$ cat src/rtl/data_mem_responder_if.sv
// Pipeline-to-data-memory bus: M-stage load/store request, load data, stall and flush handshake.
// The pipeline side uses the master modport and the memory responder uses the slave modport.
interface data_mem_responder_if;
  logic        MemWrite;
  logic        MemRead;
  logic [31:0] ALUResult;
  logic [31:0] WriteData;
  logic [31:0] ReadData;
  logic        MemStall;
  logic        FlushReq;
  logic        FlushDone;

  modport master (
    output MemWrite, MemRead, ALUResult, WriteData, FlushReq,
    input  ReadData, MemStall, FlushDone
  );

  modport slave (
    input  MemWrite, MemRead, ALUResult, WriteData, FlushReq,
    output ReadData, MemStall, FlushDone
  );
endinterface

$ cat src/rtl/data_mem_responder.sv
// Data RAM fronted by a FIFO store buffer with youngest-match load forwarding and an on-demand drain.
// Stores retire into RAM when no load needs the RAM read port, or when the buffer is full or draining.
module data_mem_responder #(
  parameter int MEM_WORDS = 64,
  parameter int SB_DEPTH  = 4
) (
  input  logic                clk,
  input  logic                reset,
  data_mem_responder_if.slave mem_if
);
  localparam int AW = $clog2(MEM_WORDS);
  localparam int SW = $clog2(SB_DEPTH);
  localparam int CW = SW + 1;

  typedef enum logic [1:0] {
    ST_IDLE  = 2'd0,
    ST_DRAIN = 2'd1,
    ST_DONE  = 2'd2
  } state_e;

  state_e          state_q, state_d;
  logic [CW-1:0]   count_q, count_d;
  logic [SW-1:0]   head_q, head_d;
  logic [SW-1:0]   tail_q, tail_d;
  logic [AW-1:0]   sb_idx_q  [SB_DEPTH];
  logic [31:0]     sb_data_q [SB_DEPTH];
  logic [31:0]     mem_q     [MEM_WORDS];

  logic [AW-1:0]   req_idx_s;
  logic            full_s;
  logic            drain_s;
  logic            stall_s;
  logic            accept_s;
  logic            retire_s;
  logic            rd_en_s;
  logic            fwd_hit_s;
  logic [31:0]     fwd_data_s;
  logic [31:0]     rdata_s;
  logic            unused_addr_s;

  assign req_idx_s     = mem_if.ALUResult[AW+1:2];
  assign unused_addr_s = ^{mem_if.ALUResult[31:AW+2], mem_if.ALUResult[1:0]};

  assign full_s   = (count_q == CW'(SB_DEPTH));
  assign drain_s  = (state_q == ST_DRAIN);
  assign stall_s  = reset & ((mem_if.MemWrite & full_s) |
                             (drain_s & (mem_if.MemWrite | mem_if.MemRead)));
  assign accept_s = mem_if.MemWrite & ~full_s & (state_q == ST_IDLE);
  assign retire_s = (count_q != {CW{1'b0}}) & (~mem_if.MemRead | full_s | drain_s);
  assign rd_en_s  = reset & mem_if.MemRead & ~mem_if.MemWrite & ~stall_s;

  // Occupancy and pointer bookkeeping; a simultaneous accept and retire cancel out.
  always_comb begin
    count_d = count_q;
    head_d  = head_q;
    tail_d  = tail_q;
    case ({accept_s, retire_s})
      2'b10:   count_d = count_q + {{(CW-1){1'b0}}, 1'b1};
      2'b01:   count_d = count_q - {{(CW-1){1'b0}}, 1'b1};
      default: count_d = count_q;
    endcase
    if (retire_s) begin
      head_d = head_q + {{(SW-1){1'b0}}, 1'b1};
    end else begin
      head_d = head_q;
    end
    if (accept_s) begin
      tail_d = tail_q + {{(SW-1){1'b0}}, 1'b1};
    end else begin
      tail_d = tail_q;
    end
  end

  // Flush sequencing; DONE is reached on the edge where the buffer becomes empty.
  always_comb begin
    state_d = state_q;
    case (state_q)
      ST_IDLE: begin
        if (mem_if.FlushReq) begin
          state_d = (count_d == {CW{1'b0}}) ? ST_DONE : ST_DRAIN;
        end else begin
          state_d = ST_IDLE;
        end
      end
      ST_DRAIN: begin
        if (count_d == {CW{1'b0}}) begin
          state_d = ST_DONE;
        end else begin
          state_d = ST_DRAIN;
        end
      end
      ST_DONE: state_d = ST_IDLE;
      default: state_d = ST_IDLE;
    endcase
  end

  // Walk from oldest to youngest so the last match seen is the youngest store.
  always_comb begin
    logic [SW-1:0] slot_v;
    fwd_hit_s  = 1'b0;
    fwd_data_s = 32'd0;
    slot_v     = head_q;
    for (int k = 0; k < SB_DEPTH; k++) begin
      slot_v = head_q + k[SW-1:0];
      if ((CW'(k) < count_q) && (sb_idx_q[slot_v] == req_idx_s)) begin
        fwd_hit_s  = 1'b1;
        fwd_data_s = sb_data_q[slot_v];
      end else begin
        fwd_hit_s  = fwd_hit_s;
        fwd_data_s = fwd_data_s;
      end
    end
  end

  // Load data path.
  always_comb begin
    rdata_s = 32'd0;
    if (!rd_en_s) begin
      rdata_s = 32'd0;
    end else if (fwd_hit_s) begin
      rdata_s = fwd_data_s;
    end else begin
      rdata_s = mem_q[req_idx_s];
    end
  end

  assign mem_if.ReadData  = rdata_s;
  assign mem_if.MemStall  = stall_s;
  assign mem_if.FlushDone = reset & (state_q == ST_DONE);

  // Control state; reset discards buffered stores and any drain in progress.
  always_ff @(posedge clk or negedge reset) begin
    if (!reset) begin
      state_q <= ST_IDLE;
      count_q <= {CW{1'b0}};
      head_q  <= {SW{1'b0}};
      tail_q  <= {SW{1'b0}};
    end else begin
      state_q <= state_d;
      count_q <= count_d;
      head_q  <= head_d;
      tail_q  <= tail_d;
    end
  end

  // Buffer payload and RAM carry no reset; occupancy alone says what is valid.
  always_ff @(posedge clk) begin
    if (accept_s) begin
      sb_idx_q[tail_q]  <= req_idx_s;
      sb_data_q[tail_q] <= mem_if.WriteData;
    end
    if (retire_s) begin
      mem_q[sb_idx_q[head_q]] <= sb_data_q[head_q];
    end
  end
endmodule

$ cat src/flat_wrapper.sv
// flat-port wrapper written by rule: the top's interface ports become plain ports
module data_mem_responder_flat 
#(
  parameter int MEM_WORDS = 64,
  parameter int SB_DEPTH  = 4
)
  (clk, reset, mem_if_MemWrite, mem_if_MemRead, mem_if_ALUResult, mem_if_WriteData, mem_if_FlushReq, mem_if_ReadData, mem_if_MemStall, mem_if_FlushDone);
  data_mem_responder_if mem_if_i ();
  input  logic clk;
  input  logic reset;
  input wire logic [$bits(mem_if_i.MemWrite)-1:0] mem_if_MemWrite;
  input wire logic [$bits(mem_if_i.MemRead)-1:0] mem_if_MemRead;
  input wire logic [$bits(mem_if_i.ALUResult)-1:0] mem_if_ALUResult;
  input wire logic [$bits(mem_if_i.WriteData)-1:0] mem_if_WriteData;
  input wire logic [$bits(mem_if_i.FlushReq)-1:0] mem_if_FlushReq;
  output wire logic [$bits(mem_if_i.ReadData)-1:0] mem_if_ReadData;
  output wire logic [$bits(mem_if_i.MemStall)-1:0] mem_if_MemStall;
  output wire logic [$bits(mem_if_i.FlushDone)-1:0] mem_if_FlushDone;
  assign mem_if_i.MemWrite = mem_if_MemWrite;
  assign mem_if_i.MemRead = mem_if_MemRead;
  assign mem_if_i.ALUResult = mem_if_ALUResult;
  assign mem_if_i.WriteData = mem_if_WriteData;
  assign mem_if_i.FlushReq = mem_if_FlushReq;
  assign mem_if_ReadData = mem_if_i.ReadData;
  assign mem_if_MemStall = mem_if_i.MemStall;
  assign mem_if_FlushDone = mem_if_i.FlushDone;
  data_mem_responder #(.MEM_WORDS(MEM_WORDS), .SB_DEPTH(SB_DEPTH)) u_core (.clk(clk), .reset(reset), .mem_if(mem_if_i));
endmodule
$ cat config.mk
export PLATFORM = sky130hd
export DESIGN_NAME = data_mem_responder_flat
export DESIGN_NICKNAME = d
export VERILOG_FILES = /design/src/rtl/data_mem_responder_if.sv /design/src/rtl/data_mem_responder.sv /design/src/flat_wrapper.sv
export SDC_FILE = /design/constraint.sdc
export NUM_CORES = 2
export LEC_CHECK = 0
export CORE_ASPECT_RATIO = 1.75
export CORE_MARGIN = 3
export CORE_UTILIZATION = 30
export CTS_CLUSTER_SIZE = 14
export DETAILED_ROUTE_END_ITERATION = 10
export HOLD_SLACK_MARGIN = 0.15
export PLACE_DENSITY_LB_ADDON = 0.2
export SKIP_LAST_GASP = 1
export SYNTH_ARGS = -nofsm -noshare
export SYNTH_HDL_FRONTEND = slang
export SYNTH_SLANG_ARGS = --single-unit
$ cat constraint.sdc
create_clock -name clk -period 6.5 [get_ports clk]
set_input_delay 0.65 -clock clk [delete_from_list [all_inputs] [get_ports clk]]
set_output_delay 0.65 -clock clk [all_outputs]
set_load 0.005 [all_outputs]
==> results.yml <==
worst_setup_path:
  path_max_fanout: 28
  cp.required_ns: 5.85
  crit_type: "reg -> out"
  critical_path.max_stage_delay_ns: 0.80
  slowest_stage: "mux4_1"
  worstPathCellList: "mux4_1 > xnor2_1 > or4_4 > a21oi_4 > buf_4 > a311oi_1 > a2111o_1 > a21oi_1 > clkdlybuf4s50_1"
  rr_worst_depth: 6
  cpLargestDelayFamily: "compound AO/OA/AOI/OAI gates"
  worstReg2RegEnd: "u_core.mem_q[47][19]"
  ff2ff_setup_slack_ns: 1.59
  crit_buf_inv: 2
  cp.arrival_ns: 5.24
  start_kind: "register"
  r2r-start: "u_core.head_q[1]"
  critPathCaptureType: "output pin"
synth:
  ys_seq_area_share_pct: 74.0
  yosysWarnings: 0
  synthArstFlopShare_pct: 0.407
  synth_seq_cells: 2209
  yosysUniqueCellTypes: 70
  avgSynthCellArea_sq_um: 20.0
  ys.flop_type: "edfxtp_1"
  syn-num-nets: 4553
  synth-edff-count: 2200
  netlist_instances: 4473
  netlist_area_sq_um: 89600
power_and_ir_drop:
  p_per_area_nw_per_um2: 373
  peakVddDrop_mv: 0.266
  power.leakage_uw: 0.0320
floorplan:
  rows: 264
  fp.dieArea_sq_um: 305000
  die-width_um: 419
  ioPinCount: 103
  initial_core_util_pct: 30.2
  fp.dieH_um: 729
  design.core.area_sq_um: 296000
timing:
  period_needed_ns: 5.89
  grt_setup_unrepaired: "false"
  fin_worst_skew_ns: 0.0518
  maxSlewHeadroom_pct: 21.8
  setup_tns_ns: 0
  slew_viol_final: 0
  worst_pin_slew_ns: 1.17
  finalSetupViolCount: 0
  hold_viol: 0
  fmax_mhz: 170
  min_period_over_period_pct: 90.7
  postLayoutSetupSlackWorst_ns: 0.606
clock_tree:
  clock-sinks: 2209
  root_buffer: "clkbuf_16"
  cts.clk_slew.worst_paths_ns: 0.07
  clock_tree.buffer_depth: 4
  cts_resized: 0
  numCtsBuffers: 200
  h-tree-depth: 4
  insertion_delay_ns: 0.86
  cts_tree: "yes"
  cts_setup_buffers: 0
finish:
  ff_latch_area_sq_um: 66300
  drive_gt1_share_pct: 22.6
  final_util_pct: 34.6
  synthToLayoutAreaGrowth_pct: 14.3
  postLayoutCellArea_sq_um: 102000
  nNetsFinal: 4817
  nFillCells: 27800
  multi_input_area_sq_um: 22100
placement:
  gp_congestion: 0.819
  port_buffers: 76
  dp_slack_ns: 0.695
  dpl_cell_area_sq_um: 96500
  dp.final_hpwl_um: 176000
routing:
  drc: 0
  viasPerCell: 5.31
  vias: 46300
  wl_um: 286000
  dr.pass1.iters: 5
  wl_per_cell_um: 32.8
  ant_nets: 0
  initialDrtViolationCount: 3982
global_routing:
  grt_use_total_pct: 18.4
  grt_pass1_wl_um: 395000
  overflow: 0
  antenna_found_initial: 16
  grt_pass1_vias: 48100
  grt_max_degree: 123
hold_path:
  min_from: "mem_if_WriteData[20]"
  holdPathStages: 1
  hold_path.class: "in -> reg"
  hold-path-endpoint: "u_core.sb_data_q[1][20]"
status:
  status: "finished, final reports clean"
job:
  drv_cap: 0
## state kept, by name, indices dropped and copies added, names as in the netlist
signal            flops
u_core.mem_q       2048
u_core.sb_data_q    128
u_core.sb_idx_q      24
u_core.count_q        3
u_core.head_q         2
u_core.state_q        2
u_core.tail_q         2
## logic make-up (layout without fill, tap and decap cells)
group           count (synthesis)  after routing  synth area share [%]
other cells                     0             18                     0
flops                        2209           2209                  74.0
mux                           898            898                  16.3
fa+ha+maj                      11             11                 0.154
buf+inv                       307            693                  2.15
xor+xnor                       31             31                 0.303
compound gates                593            593                  4.72
simple gates                  424            424                  2.33
## repair_timing
action | CTS | global route
hold buffers | 1 | 0
hold endpoints to repair | 9 | 0
endpoints found under the setup margin | 0 | 0
## per-layer routing
| metal | part of all wire (%) | up-vias | GRT usage, % |
|---|---|---|---|
| met4 | 4.7 | 4 | 7.91 |
| li1 | - | 19300 | - |
| met5 | 0.012 | - | 0 |
| met3 | 4.1 | 435 | 1.82 |
| met2 | 55 | 1333 | 34.9 |
| met1 | 36 | 25300 | 20.8 |
## power breakdown
| group | switching (uW) | internal (uW) |
|---|---|---|
| sequential | 255 | 18900 |
| clock | 5170 | 5960 |
| combinational | 5960 | 1940 |
## synth_stat cells (13+ instances only)
cell type | instances | area share, %
a2111o_1 | 13 | 0.16
a211oi_1 | 23 | 0.19
a21oi_1 | 121 | 0.68
a221o_1 | 23 | 0.26
a221oi_1 | 151 | 1.5
a22oi_1 | 25 | 0.21
buf_1 | 19 | 0.080
buf_2 | 68 | 0.38
buf_6 | 38 | 0.48
buf_8 | 25 | 0.42
clkbuf_1 | 124 | 0.52
edfxtp_1 | 2200 | 74
inv_1 | 16 | 0.067
mux2_2 | 15 | 0.19
mux2i_1 | 436 | 4.9
mux4_2 | 434 | 11
nand2_1 | 79 | 0.33
nand2b_1 | 33 | 0.23
nand3_1 | 24 | 0.13
nor2_1 | 126 | 0.53
nor3_1 | 44 | 0.25
nor4_1 | 35 | 0.24
o21ai_0 | 108 | 0.60
o22ai_1 | 26 | 0.18
o31ai_1 | 26 | 0.22
or2_2 | 23 | 0.16
or3_1 | 15 | 0.10
xnor2_1 | 27 | 0.26
## area by class of cell
cell class	count	area share, %
flip-flops and latches	2209	64.8
well taps	3857	4.71
repair buffers	351	3.14
clock buffers	254	5.19
clock inverters	70	0.474
inverters	18	0.0758
diodes	18	0.0440
multi-input cells	1957	21.6
## worst max-delay path by stage
stage	from	end	depth (start not counted)
finish	u_core.head_q[1]	mem_if_ReadData[3]	9
global placement	mem_if_ALUResult[2]	mem_if_ReadData[25]	10
detailed placement	mem_if_ALUResult[2]	mem_if_ReadData[25]	10
CTS	u_core.head_q[1]	mem_if_ReadData[3]	9
global route	u_core.head_q[1]	mem_if_ReadData[3]	10
floorplan	u_core.head_q[1]	mem_if_ReadData[19]	11
## metrics by stage
stage	hold slack, ns	instances	total power [uW]
after floorplan	0.354	4473	23600
after global placement	0.577	8391	27200
after detailed placement	0.614	8391	27500
after CTS	0.357	8716	38600
after global routing	0.432	8727	39500
final	0.424	8734	38200
## cells in the final DEF, fill, tap and decap left out, types with 19 or more instances in the layout
cell	n
edfxtp_1	2200
mux4_2	433
mux2i_1	426
buf_4	243
clkbuf_16	205
a221oi_1	151
a21oi_1	114
o21ai_0	106
nand2_1	79
clkdlybuf4s50_1	70
nor2_4	66
nor2_1	60
clkbuf_1	49
nor3_1	44
clkinv_1	37
nor4_1	34
nand2b_1	33
buf_12	31
xnor2_1	27
o22ai_1	26
a22oi_1	25
o31ai_1	24
nand3_1	24
or2_2	23
a221o_1	23
a211oi_1	23
clkinv_2	19
(Power assumes the default switching activity.)
